## src/rtl/counter_seq_ctrl.sv

```systemverilog
// Start/stop/pause sequencer driving a WIDTH-bit count with one-shot or auto-reload terminal handling.
// Optional down-count mode is enabled by defining COUNTER_SEQ_DOWN_EN.
module counter_seq_ctrl #(
    parameter int WIDTH = 4
) (
    input  logic             clock,
    input  logic             reset,
    input  logic             start,
    input  logic             stop,
    input  logic             pause,
    input  logic             auto_reload,
    input  logic [WIDTH-1:0] limit,
`ifdef COUNTER_SEQ_DOWN_EN
    input  logic             down,
`endif
    output logic [WIDTH-1:0] out,
    output logic             busy,
    output logic             tc,
    output logic             done
);

    typedef enum logic [1:0] {
        S_IDLE = 2'd0,
        S_LOAD = 2'd1,
        S_RUN  = 2'd2,
        S_DONE = 2'd3
    } state_t;

    state_t           r_state;
    state_t           w_next;
    logic [WIDTH-1:0] r_out;
    logic [WIDTH-1:0] r_lim;
    logic             r_mode;
    logic             w_down;
    logic             w_accept;
    logic             w_at_term;
    logic [WIDTH-1:0] w_term_val;
    logic [WIDTH-1:0] w_reload_val;

    // Limit, mode and direction are captured only when a start is actually accepted.
    assign w_accept     = start && !stop && ((r_state == S_IDLE) || (r_state == S_DONE));
    assign w_term_val   = w_down ? '0 : r_lim;
    assign w_reload_val = w_down ? r_lim : '0;
    assign w_at_term    = (r_out == w_term_val);
    assign out          = r_out;

`ifdef COUNTER_SEQ_DOWN_EN
    logic r_down;
    assign w_down = r_down;

    always_ff @(posedge clock) begin
        if (reset) begin
            r_down <= 1'b0;
        end else if (w_accept) begin
            r_down <= down;
        end
    end
`else
    assign w_down = 1'b0;
`endif

    always_ff @(posedge clock) begin
        if (reset) begin
            r_state <= S_IDLE;
        end else begin
            r_state <= w_next;
        end
    end

    always_comb begin
        w_next = r_state;
        if (stop) begin
            w_next = S_IDLE;
        end else begin
            case (r_state)
                S_IDLE:  if (start) w_next = S_LOAD;
                S_LOAD:  w_next = S_RUN;
                S_RUN:   if (!pause && w_at_term && !r_mode) w_next = S_DONE;
                S_DONE:  if (start) w_next = S_LOAD;
                default: w_next = S_IDLE;
            endcase
        end
    end

    always_comb begin
        busy = (r_state == S_LOAD) || (r_state == S_RUN);
        done = (r_state == S_DONE);
        tc   = (r_state == S_RUN) && !pause && !stop && w_at_term;
    end

    always_ff @(posedge clock) begin
        if (reset) begin
            r_out  <= '0;
            r_lim  <= '0;
            r_mode <= 1'b0;
        end else begin
            if (w_accept) begin
                r_lim  <= limit;
                r_mode <= auto_reload;
            end
            if (stop) begin
                r_out <= '0;
            end else begin
                case (r_state)
                    S_LOAD: r_out <= w_down ? r_lim : '0;
                    S_RUN: begin
                        if (!pause) begin
                            if (w_at_term) begin
                                if (r_mode) r_out <= w_reload_val;
                            end else begin
                                r_out <= w_down ? (r_out - WIDTH'(1)) : (r_out + WIDTH'(1));
                            end
                        end
                    end
                    default: r_out <= r_out;
                endcase
            end
        end
    end

endmodule

```

## config.mk

```make
export PLATFORM = sky130hd
export DESIGN_NAME = counter_seq_ctrl
export DESIGN_NICKNAME = d
export VERILOG_FILES = /design/src/rtl/counter_seq_ctrl.sv
export SDC_FILE = /design/constraint.sdc
export NUM_CORES = 1
export LEC_CHECK = 0
export ABC_AREA = 1
export BUFFER_PORTS_ARGS = -buffer_cell sky130_fd_sc_hd__buf_2
export CELL_PAD_IN_SITES_DETAIL_PLACEMENT = 0
export CELL_PAD_IN_SITES_GLOBAL_PLACEMENT = 1
export CORE_MARGIN = 2
export CORE_UTILIZATION = 37
export CTS_CLUSTER_DIAMETER = 100
export DETAILED_ROUTE_END_ITERATION = 16
export GPL_ROUTABILITY_DRIVEN = 0
export HOLD_SLACK_MARGIN = 0.08
export PLACE_DENSITY_LB_ADDON = 0.05
export SYNTH_ARGS = -nofsm -noshare
export SYNTH_HDL_FRONTEND = slang
export SYNTH_SLANG_ARGS = --single-unit
```

## constraint.sdc

```tcl
create_clock -name clock -period 2.6 [get_ports clock]
set_input_delay 0.13 -clock clock [delete_from_list [all_inputs] [get_ports clock]]
set_output_delay 0.13 -clock clock [all_outputs]
set_load 0.005 [all_outputs]
```

# Word-level counts from Yosys, hierarchy flattened
# Index checks and enable logic that the tools add are counted.
# word_totals
output_inout_bits	7
regBits	11
elab_cells	38
input_bits	10
# op_classes
muxes	7
reduce_logical	18
eq_ne	8
addsub	1
# ops
cell	count
two-way mux 4 bit	3
case mux 4 bit (2 select lines)	1
logical AND 1 bit	7
case mux 2 bit (3 select lines)	1
adder 4 x 1 -> 4 bit, second input constant	1
== test 2 bit, second input constant	2
== test 4 bit	1
two-way mux 2 bit	2
inequality test 2 bit, second input constant	2
OR reduction 2 bit	2
zero test 1 bit	3
inequality test 3 bit, second input constant	1
AND reduction 3 bit	1
== test 2 x 1 -> 1 bit, second input constant	1
zero test 2 bit	1
logical OR 1 bit	2
inequality test 2 x 1 -> 1 bit, second input constant	1
AND reduction 2 bit	1
nonzero test 2 bit	1

# Longest topological paths before layout
# depth
ltp_word	5
mapped_depth	10
depth_no_buf	10

# Least setup slack after synthesis
# No wires, ideal clock.
# synth_path
path_kind	flip-flop to flip-flop
start	register r_state[0]
end	register r_lim[0]
required_time_ns	2.480
path_slack_ns	1.134
n_path_buf	0
setup_ns	0.120
period_less_slack_ns	1.466
t_arrival_ns	1.346
stages_incl_launch_ff	8
path_cell_list	dfxtp_1 -> inv_1 -> ha_1 -> inv_1 -> nor3_1 -> clkinv_1 -> o21ai_0 -> a21oi_1
# synth_via
elab_chain_len	3
word_cells_on_any_way	4
classes_between	eq/ne: 1; reduce/logical: 3
# synth_rtl
element	line_no	text
start, declared	29	state_t r_state;
start signal, assigned	66	r_state <= w_next;
== test 2 bit / zero test 2 bit (equally long branches)	41	assign w_accept = start && !stop && ((r_state == S_IDLE) || (r_state == S_DONE));
logical OR 1 bit (*)	41	
logical AND 1 bit (*)	41	
end signal, assigned	98	r_lim <= limit;
end, declared	32	logic [WIDTH-1:0] r_lim;
# Mark *: on every way between the ends. The rest lies on a longest branch, timed or not.
# A chain may end at the register's enable or synchronous reset.

# Worst setup path after layout
# Ends and elaborated chain as after synthesis.

==> flow_summary.ini <==
[timing]
tightest_slew_ps = 366
hold_ws_ps = 139
fin_skew_ps = 0.771
slew_headroom_pct = 75.5
rsz0062_at_grt = no
max_clock_freq_ghz = 0.621
post-route-period-util_pct = 61.9
setup_viol = 0
hold_viol = 0
slew_viol_final = 0
layout_setup_ws_ps = 989
finalSetupTns_ps = 0
period_needed_ps = 1610

[cells_and_area]
diodes = 0
final_cell_area_um2 = 772
final_common_cell = nand2_1
drive_above_1_share_pct = 21.6
syn_to_final_growth_pct = 19.8
final_cell_mix = 23 x nand2_1, 17 x inv_1, 16 x buf_2
final_util_pct = 45.7
nets = 132

[critical_path]
cp_slowest_cell = dfxtp_1
worstPathRequired_ps = 2760
critical_path.max_stage_delay_ps = 400
arrival_ps = 1770
r2r_start = r_state[0]
regToRegSetupSlack_ps = 990
reg2regPathDepth = 7
cp_max_fo = 10
start_kind = flop
r2r_end = r_lim[0]
path_cells = inv_1 > ha_1 > inv_1 > nor3_1 > clkinv_1 > o21ai_0 > a21oi_1
crit_top_cell = inv_1
crit_type = reg -> reg
end_kind = flop

[yosys]
ys_seq_area_share_pct = 34.2
synthXorXnorAreaFrac_pct = 1.36
ys_types = 18
synth_fp_nets = 111
synthCells = 96
synthSimpleGateAreaFrac_pct = 26.4
netlist_area_um2 = 644
yosysWarnings = 0
yosys.area_share.adder_pct = 9.71
synth-seq-cells = 11
synth_top_family_by_area = simple AND/OR/NAND/NOR gates
synth_mux_area_share_pct = 0
syn_avg_cell_area_um2 = 6.71
synth_compound_area_share_pct = 17.3

[routing]
wl_per_cell_um = 9.72
dr.pass1.iters = 4
via_count = 596
via_per_inst = 4.48
drt_iter0_markers = 7
drc = 0
routed_wl_um = 1290
ant_nets = 0

[clock_tree]
cts_buffers = 3
cts_resized = 0
holdBufCountCts = 0
postCtsSetupBuffers = 0
clk_pin_slew_ps = 80
clkLatencyLatePin_ps = 270
cts_max_level = 1
cts_tree = yes
clock_path_buffers = 2
cts_root_buf = clkbuf_4
clkSinkCount = 11

[global_routing]
grt_usage_pct = 13.9
met2_usage_pct = 18.9
met3_usage_pct = 3.57
grt_overflow = 0
grt_pass1_vias = 471
met1_usage_pct = 18.6
grt_pass1_wl_um = 1970
grt_max_degree = 11
busiest_layer = met2
antenna_found_initial = 0

[die]
dieArea_um2 = 2090
start_util_pct = 38.1
rows = 15
core-area_um2 = 1690
die_w_um = 45.7
ioPinCount = 17
die_y_um = 45.7

[hold_path]
min_from = limit[3]
hold_class = in -> reg
whs_path_depth = 3
holdPathEnd = r_lim[3]

[place]
place_ws_ps = 987
port_buffers = 16
hpwl_um = 1020
placed_cell_area_um2 = 746

[power]
ir_drop_uv = 171
leakagePower_uw = 0.000380
pwr_density_cell_nw_per_um2 = 489

[flow_run]
maxCapViolations = 0

[run_status]
status = completed
cells in the mapped netlist, drive strengths merged:
library cell,instances,area [µm²]
nor2,9,38.8
xor2,1,8.76
o21ai,9,48.8
clkinv,1,3.75
a21oi,8,40.0
inv,18,67.6
o21a,3,22.5
nand4,1,6.26
nand2,25,98.8
nand3,3,15.0
nor3,1,5.00
dfxtp,11,220
ha,5,62.6
nor4,1,6.26
per-stage QoR:
stage                     power (µW)  std cells
after floorplan                  240         96
after global placement           262        129
after detailed placement         262        129
after CTS                        385        133
after global routing             408        133
final                            378        133
area by class of cell:
class                      instances  area [µm²]
timing repair buffer              16        80.1
fill                             193         917
multi-input combinational         66         353
inverter                          19        71.3
clock buffer                       4        26.3
sequential                        11         220
tap                               17        21.3
cell families after synthesis:
group | Yosys count
compound gates | 20
xor+xnor | 1
fa+ha+maj | 5
buf+inv | 19
flops | 11
simple gates | 40
routing by layer:
layer / part of all wire (%) / wire length, µm / vias to the layer above
li1: - / - / 340
met1: 53 / 687 / 243
met2: 42 / 544 / 11
met3: 3.3 / 43 / 2
met4: 1.4 / 18 / 0
met5: 0 / 0 / -
sequential cells by signal, indices dropped and copies added, names as in the netlist:
name and flops:
out 4, r_lim 4, r_state 2, r_mode 1
how the worst max path moves through the flow:
stage	start	to	slack, ps	cells after the start
2_1_floorplan	r_state[0]	r_lim[0]	1130	7
3_3_place_gp	r_state[0]	r_lim[2]	1010	7
3_5_place_dp	r_state[0]	r_lim[0]	990	7
4_1_cts	out[2]	tc	960	7
5_1_grt	r_state[0]	r_lim[0]	830	7
6_report	r_state[0]	r_lim[0]	990	7
power breakdown:
| part | total (µW) | internal (µW) | switching [µW] |
|---|---|---|---|
| Combinational | 71.4 | 29.2 | 42.3 |
| Clock | 121 | 59.3 | 61.3 |
| Sequential | 186 | 178 | 7.60 |
| Total | 378 | 266 | 111 |
worst max-delay path, delay by kind of cell, from the launching register on:
family | cells | cell delay, ps
AO/OA/AOI/OAI | 2 | 270
adder cells (fa/ha/maj) | 1 | 290
buffers and inverters | 3 | 360
flip-flops | 1 | 400
AND/OR/NAND/NOR | 1 | 190
(Power assumes the default switching activity.)
